**config.mk**
```make
export PLATFORM = sky130hd
export DESIGN_NAME = mem_port_arbiter_flat
export DESIGN_NICKNAME = d
export VERILOG_FILES = /design/src/rtl/mem_port_arbiter_if.sv /design/src/rtl/mem_port_arbiter.sv /design/src/flat_wrapper.sv
export SDC_FILE = /design/constraint.sdc
export NUM_CORES = 1
export LEC_CHECK = 0
export BUFFER_PORTS_ARGS = -buffer_cell sky130_fd_sc_hd__buf_2
export CAP_MARGIN = 25
export CORE_AREA = 5 5 101 103
export CTS_CLUSTER_SIZE = 24
export DETAILED_ROUTE_END_ITERATION = 12
export DIE_AREA = 0 0 106 108
export GPL_TIMING_DRIVEN = 0
export SYNTH_ARGS = -nofsm -noshare
export SYNTH_HDL_FRONTEND = slang
export SYNTH_SLANG_ARGS = --single-unit
```
**constraint.sdc**
```tcl
create_clock -name clk -period 2.59 [get_ports clk]
set_input_delay 0.518 -clock clk [delete_from_list [all_inputs] [get_ports clk]]
set_output_delay 0.518 -clock clk [all_outputs]
set_load 0.005 [all_outputs]
```
**src/rtl/mem_port_arbiter_if.sv**
```systemverilog
// Bundle of the fetch, load/store and memory-side signals around mem_port_arbiter.
// slave is the arbiter's view; master is the requesters' and memory's view.
interface mem_port_arbiter_if;
  logic        i_req;
  logic [31:0] i_addr;
  logic        i_gnt;
  logic        i_rvalid;
  logic [31:0] i_rdata;
  logic        d_req;
  logic        d_we;
  logic [31:0] d_addr;
  logic [31:0] d_wdata;
  logic        d_gnt;
  logic        d_rvalid;
  logic [31:0] d_rdata;
  logic        m_req;
  logic        m_we;
  logic [31:0] m_addr;
  logic [31:0] m_wdata;
  logic [31:0] m_rdata;
  logic        busy;

  modport slave (
    input  i_req, i_addr, d_req, d_we, d_addr, d_wdata, m_rdata,
    output i_gnt, i_rvalid, i_rdata, d_gnt, d_rvalid, d_rdata,
           m_req, m_we, m_addr, m_wdata, busy
  );

  modport master (
    output i_req, i_addr, d_req, d_we, d_addr, d_wdata, m_rdata,
    input  i_gnt, i_rvalid, i_rdata, d_gnt, d_rvalid, d_rdata,
           m_req, m_we, m_addr, m_wdata, busy
  );
endinterface

```
**src/rtl/mem_port_arbiter.sv**
```systemverilog
// Shares one fixed-latency memory between fetch and load/store, data first with a streak limit.
// Optional grant/wait counters are built when MEM_ARB_STATS_EN is defined.
module mem_port_arbiter #(
  parameter int MEM_LATENCY  = 2,
  parameter int MAX_D_STREAK = 4
) (
  input  logic               clk,
  input  logic               reset,
  mem_port_arbiter_if.slave  bus
`ifdef MEM_ARB_STATS_EN
  ,
  output logic [31:0]        stat_i_grants,
  output logic [31:0]        stat_d_grants,
  output logic [31:0]        stat_i_wait
`endif
);

  localparam int              SW         = $clog2(MAX_D_STREAK + 1);
  localparam logic [SW-1:0]   STREAK_MAX = SW'(MAX_D_STREAK);
  localparam logic [3:0]      LAT        = 4'(MEM_LATENCY);

  typedef enum logic {IDLE, BUSY} state_t;

  state_t        state, state_nx;
  logic [3:0]    cnt, cnt_nx;
  logic [SW-1:0] d_streak, d_streak_nx;
  logic          own_d, own_d_nx;
  logic          grant_d, grant_i, done;

  always_ff @(posedge clk) begin
    if (reset) begin
      state    <= IDLE;
      cnt      <= '0;
      d_streak <= '0;
      own_d    <= 1'b0;
    end else begin
      state    <= state_nx;
      cnt      <= cnt_nx;
      d_streak <= d_streak_nx;
      own_d    <= own_d_nx;
    end
  end

  always_comb begin
    state_nx    = state;
    cnt_nx      = cnt;
    d_streak_nx = d_streak;
    own_d_nx    = own_d;
    grant_d     = 1'b0;
    grant_i     = 1'b0;
    done        = 1'b0;
    case (state)
      IDLE: begin
        // Data wins unless it has already starved a waiting fetch for MAX_D_STREAK grants.
        grant_d = bus.d_req && !(bus.i_req && d_streak == STREAK_MAX);
        grant_i = !grant_d && bus.i_req;
        if (grant_d || grant_i) begin
          state_nx = BUSY;
          cnt_nx   = LAT;
          own_d_nx = grant_d;
        end
        if (grant_d)
          d_streak_nx = bus.i_req ? d_streak + 1'b1 : '0;
        else if (grant_i)
          d_streak_nx = '0;
      end
      BUSY: begin
        cnt_nx = cnt - 4'd1;
        if (cnt == 4'd1) begin
          done     = 1'b1;
          state_nx = IDLE;
        end
      end
      default: state_nx = IDLE;
    endcase
    // A reset cycle neither accepts new work nor completes the access in flight.
    if (reset) begin
      grant_d = 1'b0;
      grant_i = 1'b0;
      done    = 1'b0;
    end
  end

  assign bus.i_gnt    = grant_i;
  assign bus.d_gnt    = grant_d;
  assign bus.i_rvalid = done && !own_d;
  assign bus.d_rvalid = done && own_d;
  assign bus.i_rdata  = bus.m_rdata;
  assign bus.d_rdata  = bus.m_rdata;
  assign bus.m_req    = grant_d || grant_i;
  assign bus.m_we     = grant_d && bus.d_we;
  assign bus.m_addr   = grant_d ? bus.d_addr : (grant_i ? bus.i_addr : 32'd0);
  assign bus.m_wdata  = grant_d ? bus.d_wdata : 32'd0;
  assign bus.busy     = (state == BUSY);

`ifdef MEM_ARB_STATS_EN
  always_ff @(posedge clk) begin
    if (reset) begin
      stat_i_grants <= '0;
      stat_d_grants <= '0;
      stat_i_wait   <= '0;
    end else begin
      if (grant_i)               stat_i_grants <= stat_i_grants + 32'd1;
      if (grant_d)               stat_d_grants <= stat_d_grants + 32'd1;
      if (bus.i_req && !grant_i) stat_i_wait   <= stat_i_wait + 32'd1;
    end
  end
`endif

endmodule

```
**src/flat_wrapper.sv**
```systemverilog
// flat-port wrapper written by rule: the top's interface ports become plain ports
module mem_port_arbiter_flat 
#(
  parameter int MEM_LATENCY  = 2,
  parameter int MAX_D_STREAK = 4
)
  (clk, reset, bus_i_req, bus_i_addr, bus_d_req, bus_d_we, bus_d_addr, bus_d_wdata, bus_m_rdata, bus_i_gnt, bus_i_rvalid, bus_i_rdata, bus_d_gnt, bus_d_rvalid, bus_d_rdata, bus_m_req, bus_m_we, bus_m_addr, bus_m_wdata, bus_busy);
  mem_port_arbiter_if bus_i ();
  input  logic clk;
  input  logic reset;
  input wire logic [$bits(bus_i.i_req)-1:0] bus_i_req;
  input wire logic [$bits(bus_i.i_addr)-1:0] bus_i_addr;
  input wire logic [$bits(bus_i.d_req)-1:0] bus_d_req;
  input wire logic [$bits(bus_i.d_we)-1:0] bus_d_we;
  input wire logic [$bits(bus_i.d_addr)-1:0] bus_d_addr;
  input wire logic [$bits(bus_i.d_wdata)-1:0] bus_d_wdata;
  input wire logic [$bits(bus_i.m_rdata)-1:0] bus_m_rdata;
  output wire logic [$bits(bus_i.i_gnt)-1:0] bus_i_gnt;
  output wire logic [$bits(bus_i.i_rvalid)-1:0] bus_i_rvalid;
  output wire logic [$bits(bus_i.i_rdata)-1:0] bus_i_rdata;
  output wire logic [$bits(bus_i.d_gnt)-1:0] bus_d_gnt;
  output wire logic [$bits(bus_i.d_rvalid)-1:0] bus_d_rvalid;
  output wire logic [$bits(bus_i.d_rdata)-1:0] bus_d_rdata;
  output wire logic [$bits(bus_i.m_req)-1:0] bus_m_req;
  output wire logic [$bits(bus_i.m_we)-1:0] bus_m_we;
  output wire logic [$bits(bus_i.m_addr)-1:0] bus_m_addr;
  output wire logic [$bits(bus_i.m_wdata)-1:0] bus_m_wdata;
  output wire logic [$bits(bus_i.busy)-1:0] bus_busy;
  assign bus_i.i_req = bus_i_req;
  assign bus_i.i_addr = bus_i_addr;
  assign bus_i.d_req = bus_d_req;
  assign bus_i.d_we = bus_d_we;
  assign bus_i.d_addr = bus_d_addr;
  assign bus_i.d_wdata = bus_d_wdata;
  assign bus_i.m_rdata = bus_m_rdata;
  assign bus_i_gnt = bus_i.i_gnt;
  assign bus_i_rvalid = bus_i.i_rvalid;
  assign bus_i_rdata = bus_i.i_rdata;
  assign bus_d_gnt = bus_i.d_gnt;
  assign bus_d_rvalid = bus_i.d_rvalid;
  assign bus_d_rdata = bus_i.d_rdata;
  assign bus_m_req = bus_i.m_req;
  assign bus_m_we = bus_i.m_we;
  assign bus_m_addr = bus_i.m_addr;
  assign bus_m_wdata = bus_i.m_wdata;
  assign bus_busy = bus_i.busy;
  mem_port_arbiter #(.MEM_LATENCY(MEM_LATENCY), .MAX_D_STREAK(MAX_D_STREAK)) u_core (.clk(clk), .reset(reset), .bus(bus_i));
endmodule
```
=== Yosys cells after proc, flatten, opt, wreduce, memory -nomap -nowiden ===
Cells that the tools add are included.

* Bits in latches: 0
* Bits in read-only memories: 0
* Input bits: 133
* Memories kept: 0
* Register bits after elaboration: 9
* Word-level logic and storage cells: 42
* RAM bits: 0
* Output and inout bits: 135

* Bitwise gates (word level): 1
* Reductions and logical operators: 14
* Magnitude comparators: 0
* Eq/ne operators: 3
* Shift operators: 0
* $add $sub $neg: 2
* Div/mod/pow operators: 0
* $mul: 0
* Mux-type cells: 18

{| class="wikitable"
|+ Operator list
! cell !! number
|-
| $mux 32 || 3
|-
| $mux 1 || 9
|-
| $mux 3 || 3
|-
| $pmux 4 s2 || 1
|-
| $logic_and 1x1->1 || 6
|-
| $eq 4x1->1 const B || 1
|-
| $mux 4 || 1
|-
| $reduce_and 2->1 || 2
|-
| $sub 4x1->4 const B || 1
|-
| $add 3x1->3 const B || 1
|-
| $eq 3x3->1 const B || 1
|-
| $logic_not 1->1 || 3
|-
| $logic_or 1x1->1 || 2
|-
| $ne 2x1->1 const B || 1
|-
| $pmux 1 s2 || 1
|-
| $reduce_bool 2->1 || 1
|-
| $not 1->1 || 1
|}

=== Depth between registers and ports, before layout ===
Gate-level depths: netlist of run 1.

* Depth in word-level cells: 10
* Depth in mapped cells: 8
* Mapped depth without buffers: 6

=== Worst setup path after synthesis of run 1 ===
OpenSTA, ideal clock, no wires.

* Kind: register to output
* From: register u_core.d_streak[0]
* To: output bus_m_addr[23]
* Data required time: 2.072 ns
* Path buffers: 1
* Arrival: 1.500 ns
* Setup slack: 0.572 ns
* Cell stages (with the launch flop): 7
* Path through: dfxtp_1 > inv_1 > ha_1 > nand2_2 > a2111oi_4 > buf_6 > a22o_1

* Longest elaborated chain between the ends: 10
* Elaborated cells between the ends (all ways): 12
* Those cells by class: eq/ne (1); mux (6); reduce/logical (5)

{| class="wikitable"
|+ Ends and longest elaborated chain
! element !! line !! text
|-
| start: declaration || mem_port_arbiter.sv:26 || <nowiki>logic [SW-1:0] d_streak, d_streak_nx;</nowiki>
|-
| start signal: assignment || mem_port_arbiter.sv:39 || <nowiki>d_streak <= d_streak_nx;</nowiki>
|-
| $eq 3x3->1 || mem_port_arbiter.sv:55 || <nowiki>grant_d = bus.d_req && !(bus.i_req && d_streak == STREAK_MAX);</nowiki>
|-
| $logic_and 1x1->1 || mem_port_arbiter.sv:55 ||
|-
| $logic_not 1->1 || mem_port_arbiter.sv:55 ||
|-
| $logic_and 1x1->1 || mem_port_arbiter.sv:55 ||
|-
| $logic_not 1->1 || mem_port_arbiter.sv:56 || <nowiki>grant_i = !grant_d && bus.i_req;</nowiki>
|-
| $logic_and 1x1->1 || mem_port_arbiter.sv:56 ||
|-
| $mux 1 || mem_port_arbiter.sv:52 || <nowiki>case (state)</nowiki>
|-
| $mux 1 || mem_port_arbiter.sv:77 || <nowiki>if (reset) begin</nowiki>
|-
| via bus_i_gnt || flat_wrapper.sv:18 || <nowiki>output wire logic [$bits(bus_i.i_gnt)-1:0] bus_i_gnt;</nowiki>
|-
| $mux 32 (2 in series) || mem_port_arbiter.sv:92 || <nowiki>assign bus.m_addr = grant_d ? bus.d_addr : (grant_i ? bus.i_addr : 32'd0);</nowiki>
|-
| end: declaration || flat_wrapper.sv:26 || <nowiki>output wire logic [$bits(bus_i.m_addr)-1:0] bus_m_addr;</nowiki>
|}

The timed path passes the listed nets, and every way through them passes these cells.

=== Worst setup path in the final report of run 1 ===
* From: register u_core.d_streak[0]
* To: output bus_m_addr[5]

* Longest elaborated chain between the ends: 10
* Elaborated cells between the ends (all ways): 12
* Those cells by class: eq/ne (1); mux (6); reduce/logical (5)

{| class="wikitable"
|+ Ends and longest elaborated chain
! element !! line
|-
| $eq 3x3->1 * || mem_port_arbiter.sv:55
|-
| $logic_and 1x1->1 * || mem_port_arbiter.sv:55
|-
| $logic_not 1->1 * || mem_port_arbiter.sv:55
|-
| $logic_and 1x1->1 * || mem_port_arbiter.sv:55
|-
| $logic_not 1->1 || mem_port_arbiter.sv:56
|-
| $logic_and 1x1->1 || mem_port_arbiter.sv:56
|-
| $mux 1 || mem_port_arbiter.sv:52
|-
| $mux 1 || mem_port_arbiter.sv:77
|-
| $mux 32 || mem_port_arbiter.sv:92
|-
| $mux 32 * || mem_port_arbiter.sv:92
|}

Every way passes the cells marked *; elsewhere a longest branch is shown, timed or not.

==> flow_summary.ini, run 1 <==
[cts]
clock-sinks = 9
root_buffer = clkbuf_8
cts_buffers = 3
tritoncts = done
clock_path_buffers = 2
htreeDepth = 1
clk_pin_slew_worst_paths_ns = 0.05
clk_latency_ns = 0.24

[setup_path]
rrSetupSlack_ns = 1.27
crit_end = bus_m_addr[5]
cp.required_ns = 2.07
crit_type = flop to output pin
start_kind = flop
worstRegToRegCells = 4
crit_start = u_core.d_streak[0]$_SDFFE_PP0P_
cp.arrival_ns = 1.90
end_kind = output pin
worst_r2r_endpoint = u_core.d_streak[1]$_SDFFE_PP0P_
r2r_start = u_core.bus.busy$_SDFF_PP0_
path_max_fanout = 10

[sta]
fmax_mhz = 413
skew_ns = 0.00547
worst_slew_pin_slew_ns = 0.431
fin_crit_sh = 0.935
finalSetupViolations = 0
maxSlewViolCount = 0
layout_min_cycle_time_ns = 2.42
final_hold_viol_count = 0
tns_ns = 0
slew_headroom = 0.710
whs_ns = 0.483
rsz0062_at_grt = no

[floorplan]
io_pins = 268
core_area_sq_um = 9110
std_cell_rows = 35
initial_utilization = 0.170
dieArea_sq_um = 11400
die_x_um = 106
die_h_um = 108

[grt]
antenna_found_initial = 1
gr-total-overflow = 0
grtUsageTotal = 0.113
grt_pass1_vias = 2186
grt_pass1_wl_um = 10600
grt_max_degree = 11

[place]
dp_hpwl_um = 7030
gp_congestion = 0.739
io_buffers = 235

[finish]
diodes = 0
final_layout_size_suffix_gt1_frac = 0.719
syn_to_final_growth_pct = 89.3
final_nets = 579
layout_commonest_cell = buf_2
final_cell_mix = 238 x buf_2, 67 x buf_4, 33 x and2_1

[min_path]
hold_class = flop to flop

[pwr]
p_leak_nw = 1.80
ir_drop_mv = 0.145
power.density_nw_per_um2 = 236

[routing]
vias = 2258
dr.pass1.iters = 4
drtIter0Drc = 129
viasPerCell = 4.09
ant_nets = 0
drcViolationCount = 0
avgRoutedWirePerCell_um = 13.9
drt_wl_total_um = 7680

[logic_synthesis]
syn-num-nets = 338
seq_area_frac_synth = 0.116
syn_area_sq_um = 1550
synth_cells = 201
avgSynthCellArea_sq_um = 7.71
yosys_warnings = 0
ys_seq_elements = 9
synth_cell_types = 29

[job]
drv_cap = 0

[run_status]
status = finished clean
[cells by family after synthesis]
| family | Yosys count | share of synthesized area |
|---|---|---|
| buffers and inverters | 83 | 0.376 |
| AND/OR/NAND/NOR | 57 | 0.214 |
| AO/OA/AOI/OAI | 47 | 0.255 |
| flip-flops | 9 | 0.116 |
| adder cells (fa/ha/maj) | 4 | 0.0323 |
| multiplexers | 1 | 0.00646 |
[critical path: stages (launching register included)]
cell	delay, ns
dfxtp_1	0.33
inv_1	0.07
ha_1	0.21
nand2_2	0.10
a2111oi_4	0.28
buf_4	0.23
buf_6	0.15
a22o_1	0.15
buf_2	0.14
[flip-flops by register name, summed over array words and instances (netlist names)]
register and count:
u_core.cnt 4, u_core.bus.busy 1, u_core.d_streak 3, u_core.own_d 1
[through the flow]
stage,util,std cells,cell area [sq um],setup slack (ns),power (W)
2_1_floorplan,-,201,1550,0.572,0.000337
3_3_place_gp,0.314,547,2860,0.120,0.000527
6_report,0.322,552,2930,0.169,0.000692
4_1_cts,0.321,552,2920,0.0174,0.000703
5_1_grt,0.322,552,2930,0.0341,0.000742
3_5_place_dp,0.314,547,2860,0.0830,0.000532
[power breakdown]
part	total, W	internal (W)	switching [W]
sequential	0.000155	0.000148	0.00000711
combinational	0.000373	0.000228	0.000144
clock	0.000164	0.000107	0.0000570
[area by class of cell]
| class | instances | area [sq um] |
|---|---|---|
| Tap cell | 111 | 139 |
| Clock buffer | 4 | 45.0 |
| Buffer | 77 | 571 |
| Timing Repair Buffer | 236 | 1180 |
| Inverter | 6 | 22.5 |
| Sequential cell | 9 | 180 |
| Fill cell | 957 | 6180 |
| Multi-Input combinational cell | 109 | 792 |
[how the worst min path moves through the flow]
stage / from / to / slack, ns / cells past startpoint
floorplan: u_core.cnt[3]$_SDFFE_PP0P_ / u_core.cnt[3]$_SDFFE_PP0P_ / 0.46 / 2
global placement: u_core.cnt[3]$_SDFFE_PP0P_ / u_core.cnt[3]$_SDFFE_PP0P_ / 0.48 / 2
detailed placement: u_core.cnt[3]$_SDFFE_PP0P_ / u_core.cnt[3]$_SDFFE_PP0P_ / 0.48 / 2
CTS: u_core.cnt[3]$_SDFFE_PP0P_ / u_core.cnt[3]$_SDFFE_PP0P_ / 0.48 / 2
global route: u_core.cnt[3]$_SDFFE_PP0P_ / u_core.cnt[3]$_SDFFE_PP0P_ / 0.50 / 2
finish: u_core.cnt[3]$_SDFFE_PP0P_ / u_core.cnt[3]$_SDFFE_PP0P_ / 0.48 / 2
[per-layer routing]
| layer | vias up | routed length [um] | track usage |
|---|---|---|---|
| met5 | - | 0 | 0 |
| met4 | 0 | 46 | 0.0148 |
| met3 | 6 | 918 | 0.0370 |
| met2 | 156 | 3810 | 0.197 |
| met1 | 986 | 2910 | 0.139 |
| li1 | 1110 | - | - |
[cells in the mapped netlist (all sizes together)]
library cell	n	area, sq um
o21ai	5	25.0
and2	33	206
dfxtp	9	180
buf	73	544
nor3b	2	15.0
mux2i	1	10.0
a21oi	4	20.0
a221oi	1	8.76
o211ai	1	7.51
nand4	1	6.26
inv	6	22.5
o32ai	1	8.76
nand2	2	10.0
nor3	3	15.0
nand3	3	15.0
nand2b	2	12.5
ha	4	50.1
clkbuf	4	15.0
o31a	1	8.76
nor2b	1	6.26
a311oi	1	8.76
a2111oi	1	27.5
a22o	32	280
nand3b	2	15.0
nor2	8	30.0
[timing repair]
item	4_1_cts	5_1_grt
resized for setup	3	2
hold buffers	0	0
endpoints found under the setup margin	46	40
buffers inserted	1	0
pin swaps	1	0
Power figures use the tool's default switching activity.
==> run 2, diff against run 1 <==
- ABC_AREA: default -> 1
- CORE_AREA: 5 5 101 103 -> 5 5 102 104
- DIE_AREA: 0 0 106 108 -> 0 0 107 109
==> run 2 against run 1 <==
Compared with the run above:
- first-iteration DRC count shrank 28%
- final cell count is 22% higher
- clock-buffer cell count did not move
- combinational power grew 11%
- global-route usage increased by 1.4 points
- flip-flop and latch count unchanged
- clock power shrank 2%
- routed wire length is 10% higher
- non-clock buffer count decreased by 1
- via count is 16% higher
- sequential share of layout area decreased by 0.48 points
- worst hold slack gained 0.0039 ns
- largest power group unchanged
==> flow_summary.ini, run 2 <==
[run_status]
status = finished clean

[floorplan]
std_cell_rows = 36
core_area_sq_um = 9460
io_pins = 268
die_h_um = 109
die_x_um = 107
initial_utilization = 0.192
dieArea_sq_um = 11700

[place]
gp_congestion = 0.827
dp_hpwl_um = 7780
io_buffers = 235

[pwr]
power.total_w = 0.000732
p_leak_nw = 2.23
internal_power_w = 0.000487
p_seq_frac = 0.214
clockPowerShare = 0.219
comb_power_share = 0.568
switchingPower_w = 0.000245
p_sw_frac = 0.335
power.density_nw_per_um2 = 230
ir_drop_mv = 0.202

[sta]
slew_headroom = 0.844
worst_slew_pin_slew_ns = 0.233
rsz0062_at_grt = no
tns_ns = 0
skew_ns = 0.00344
layout_min_cycle_time_ns = 2.28
maxSlewViolCount = 0
whs_ns = 0.487
fin_crit_sh = 0.879
final_hold_viol_count = 0
finalSetupViolations = 0
fmax_mhz = 439

[job]
drv_cap = 0

[logic_synthesis]
synth_cells = 320
seq_area_frac_synth = 0.0992
syn-num-nets = 457
synth_cell_types = 21
synth_top_cell_area_share = 0.269
synth_flop_cell = dfxtp_1
synthArstFlopShare = 0
yosys-top-cells-area = buf_4 27%, nand2_1 16%, dfxtp_1 9.9%, nand3_1 9.9%, inv_1 9.9%
syn_area_sq_um = 1820
avgSynthCellArea_sq_um = 5.68
synth_top_cell_by_area = buf_4
yosys_warnings = 0
synthTopCellsByCount = 76 x nand2_1, 65 x buf_4, 48 x inv_1
synth_edf_count = 0
ys_seq_elements = 9
synth.most_common_cell = nand2_1

[cts]
tritoncts = done
postCtsSetupBuffers = 0
cts_hold_buf = 0
clk_pin_slew_worst_paths_ns = 0.04
clock-sinks = 9
cts-resized-gates = 0
root_buffer = clkbuf_8
clk_latency_ns = 0.23
cts_buffers = 3
htreeDepth = 1
clock_path_buffers = 2

[setup_path]
start_kind = flop
crit_type = flop to output pin
end_kind = output pin
cp.required_ns = 2.07
cp.arrival_ns = 1.76
path_max_fanout = 10

[grt]
grt_pass1_wl_um = 12100
gr-total-overflow = 0
grt_max_degree = 11
grt_pass1_vias = 2482
antenna_found_initial = 1
grtUsageTotal = 0.126

[routing]
drt_wl_total_um = 8490
avgRoutedWirePerCell_um = 12.6
drcViolationCount = 0
drtIter0Drc = 93
dr.pass1.iters = 7
vias = 2630
viasPerCell = 3.91
ant_nets = 0

[finish]
syn_to_final_growth_pct = 75.1
diodes = 0
fillers = 1049
final_cell_mix = 240 x buf_2, 76 x nand2_1, 65 x buf_4
regMostFlops = u_core.cnt
final_nets = 697
layout_commonest_cell = buf_2
reg_top3 = u_core.cnt (4), u_core.d_streak (3)
largest_reg_flops = 4
final_layout_size_suffix_gt1_frac = 0.592

[min_path]
hold_class = flop to flop
run 2: changes by cell type after synthesis, moves of 9 or more:
| cell | change |
|---|---|
| nor2_1 | +33 |
| a22o_1 | -32 |
| and2_1 | -33 |
| inv_1 | +44 |
| nand3_1 | +33 |
| nand2_1 | +75 |
| nand2_2 | +9 |
run 2: logic make-up after synthesis:
logic type | synth area share
XOR/XNOR | 0.00482
adder cells (fa/ha/maj) | 0.0275
AO/OA/AOI/OAI | 0.0248
buffers and inverters | 0.437
AND/OR/NAND/NOR | 0.406
flip-flops | 0.0992
run 2: path summary, 6_finish.rpt:
path	from	endpoint	slack, ns	depth (start not counted)
max	u_core.d_streak[0]$_SDFFE_PP0P_	bus_m_addr[28]	0.31	9
max reg2reg	u_core.d_streak[0]$_SDFFE_PP0P_	u_core.own_d$_SDFFE_PP0P_	1.32	7
min	u_core.cnt[1]$_SDFFE_PP0P_	u_core.cnt[1]$_SDFFE_PP0P_	0.49	2
min reg2reg	u_core.cnt[1]$_SDFFE_PP0P_	u_core.cnt[1]$_SDFFE_PP0P_	0.49	2
run 2: routing by layer:
metal	vias to the layer above	wire length, um	part of all wire	global-route usage
met2	108	4520	0.53	0.237
met5	-	13	0.0015	0
met4	2	42	0.0049	0.0219
met1	1144	3210	0.38	0.148
li1	1370	-	-	-
met3	6	704	0.083	0.0284
run 2: cell type report:
cell class | instances | area [sq um] | share of cell area
Timing Repair Buffer | 235 | 1180 | 0.370
Multi-Input combinational cell | 183 | 842 | 0.265
Buffer | 77 | 601 | 0.189
Inverter | 51 | 194 | 0.0610
Sequential cell | 9 | 180 | 0.0566
Tap cell | 114 | 143 | 0.0448
Clock buffer | 4 | 45.0 | 0.0142
run 2: power groups by stage:
stage	clock [W]	sequential, W	combinational [W]
floorplan	0	0.000158	0.000214
finish	0.000160	0.000157	0.000415
CTS	0.000166	0.000157	0.000421
global placement	0	0.000158	0.000415
detailed placement	0	0.000159	0.000419
global route	0.000172	0.000158	0.000465
run 2: stage by stage:
stage	area [sq um]	cells	setup WS, ns	util
floorplan	1820	320	0.887	-
global placement	3140	669	0.528	0.331
detailed placement	3140	669	0.488	0.331
CTS	3180	673	0.259	0.336
global route	3180	673	0.133	0.336
finish	3180	673	0.313	0.336
run 2: worst max-delay path: stages (launching register included):
cell and delay [ns]:
dfxtp_1 0.35, inv_1 0.07, ha_1 0.21, nand3_1 0.09, nand2_1 0.09, inv_2 0.16, buf_2 0.25, nand3_1 0.10
nand2_1 0.08, buf_2 0.13
==> run 3, diff against run 2 <==
- CELL_PAD_IN_SITES_DETAIL_PLACEMENT: default -> 2
- CELL_PAD_IN_SITES_GLOBAL_PLACEMENT: default -> 2
- CORE_AREA: 5 5 102 104 -> default
- CORE_MARGIN: default -> 5
- CORE_UTILIZATION: default -> 11
- DIE_AREA: 0 0 107 109 -> default
- PLACE_DENSITY: default -> 0.87
==> run 3 against run 2 <==
Compared with the run above:
- via count increased by 7.4%
- flip-flop and latch count is the same
- final cell count rose by 16%
- core utilization fell by 13 points
- register-to-register slack got worse by 0.05 ns
- routed wire length increased by 24%
- critical path depth unchanged
- global-route usage fell by 2.4 points
==> flow_summary.ini, run 3 (same netlist as run 2, synthesis figures left out) <==
[min_path]
hold_class = flop to flop
holdPathEnd = u_core.cnt[1]$_SDFFE_PP0P_
whs_path_depth = 2
hp-start = u_core.cnt[1]$_SDFFE_PP0P_

[floorplan]
die_h_um = 139
io_pins = 268
dieArea_sq_um = 19200
core_area_sq_um = 16400
initial_utilization = 0.111
die_x_um = 139
std_cell_rows = 47

[finish]
final_cell_mix = 240 x buf_2, 76 x nand2_1, 65 x buf_4
syn_to_final_growth_pct = 84.2
diodes = 0
final_layout_size_suffix_gt1_frac = 0.592
fillers = 2060
multiInputGateArea_sq_um = 842
ff_latch_area_sq_um = 180
fin_area_sq_um = 3350
final_cells = 779
largest_reg_flops = 4
reg_top3 = u_core.cnt (4), u_core.d_streak (3)
regMostFlops = u_core.cnt
layout_commonest_cell = buf_2
final_nets = 697

[cts]
clk_latency_ns = 0.24
clock-sinks = 9
clock_path_buffers = 2
postCtsSetupBuffers = 0
tritoncts = done
cts-resized-gates = 0
cts_hold_buf = 0
htreeDepth = 1
root_buffer = clkbuf_16
cts_buffers = 3
clk_pin_slew_worst_paths_ns = 0.04

[routing]
dr.pass1.iters = 4
route.top_layer_used = met4
viasPerCell = 3.63
met1_length_um = 3560
drtIter0Drc = 35
drt_wl_total_um = 10500
vias = 2825
ant_nets = 0
avgRoutedWirePerCell_um = 13.5
drcViolationCount = 0
wl_met2_um = 5970
met3_length_um = 862

[setup_path]
rrSetupSlack_ns = 1.27
start_kind = flop
cp.arrival_ns = 1.85
path_max_fanout = 10
crit_type = flop to output pin
worst_r2r_endpoint = u_core.own_d$_SDFFE_PP0P_
worstRegToRegCells = 7
r2r_start = u_core.d_streak[0]$_SDFFE_PP0P_
slowest_stage = dfxtp_1
cpPeakStageDelay_ns = 0.34
crit_chain = inv_1, ha_1, nand3_1, nand2_1, inv_2, buf_2, nand3_1, nand2_1, buf_2
cp.required_ns = 2.07
end_kind = output pin

[sta]
worst_slew_pin_slew_ns = 0.352
layout_min_cycle_time_ns = 2.37
skew_ns = 0.00318
whs_ns = 0.479
fmax_mhz = 423
tns_ns = 0
rsz0062_at_grt = no
slew_headroom = 0.764
final_hold_viol_count = 0
fin_crit_sh = 0.914
finalSetupViolations = 0
maxSlewViolCount = 0

[grt]
antenna_found_initial = 0
grt_max_degree = 11
grt_pass1_wl_um = 16200
gr-total-overflow = 0
grtUsageTotal = 0.102
grt_pass1_vias = 3115

[pwr]
internal_power_w = 0.000586
clockPowerShare = 0.321
comb_power_share = 0.497
p_sw_frac = 0.320
switchingPower_w = 0.000276
power.density_nw_per_um2 = 258
p_seq_frac = 0.182
power.total_w = 0.000863
p_leak_nw = 2.24
ir_drop_mv = 0.144

[run_status]
status = finished clean

[place]
placed_cells = 775
gp_congestion = 0.813
dp_hpwl_um = 9500
place_area_sq_um = 3270
io_buffers = 235

[job]
drv_cap = 0
## run 3: power groups by stage
stage	clock network [W]	logic, W	registers, W
3_3_place_gp	0	0.000422	0.000159
6_report	0.000277	0.000429	0.000157
5_1_grt	0.000295	0.000480	0.000159
3_5_place_dp	0	0.000440	0.000159
2_1_floorplan	0	0.000214	0.000158
4_1_cts	0.000282	0.000441	0.000157
## run 3: stage by stage
step	setup WS, ns	util
after detailed placement	0.392	0.199
after global placement	0.423	0.199
final	0.224	0.204
after CTS	0.167	0.204
after floorplan	0.887	-
after global routing	0.0851	0.204
## run 3: routing by layer
layer | track usage | up-vias
li1 | - | 1367
met5 | 0 | -
met4 | 0.0229 | 0
met1 | 0.100 | 1310
met3 | 0.0231 | 12
met2 | 0.212 | 136
## run 3: how the worst max path moves through the flow
| stage | from | end | slack, ns | cells past startpoint |
|---|---|---|---|---|
| detailed placement | bus_i_req | bus_m_addr[22] | 0.39 | 8 |
| global route | u_core.d_streak[0]$_SDFFE_PP0P_ | bus_m_addr[22] | 0.09 | 9 |
| CTS | u_core.d_streak[0]$_SDFFE_PP0P_ | bus_m_addr[22] | 0.17 | 9 |
| finish | u_core.d_streak[0]$_SDFFE_PP0P_ | bus_m_addr[22] | 0.22 | 9 |
| global placement | bus_i_req | bus_m_addr[22] | 0.42 | 8 |
| floorplan | u_core.d_streak[0]$_SDFFE_PP0P_ | bus_m_addr[11] | 0.89 | 8 |
## run 3: layout make-up
| type | instances | share of cell area |
|---|---|---|
| flip-flops and latches | 9 | 0.0538 |
| repair buffers | 235 | 0.351 |
| multi-input cells | 183 | 0.252 |
| plain buffers | 77 | 0.179 |
| inverters | 51 | 0.0579 |
| clock buffers | 4 | 0.0236 |
| well taps | 220 | 0.0822 |
## run 3: worst max-delay path, delay by kind of cell, from the launching register on
kind	cells	cell delay (ns)
adder cells (fa/ha/maj)	1	0.23
flip-flops	1	0.34
AND/OR/NAND/NOR	4	0.38
buffers and inverters	4	0.65
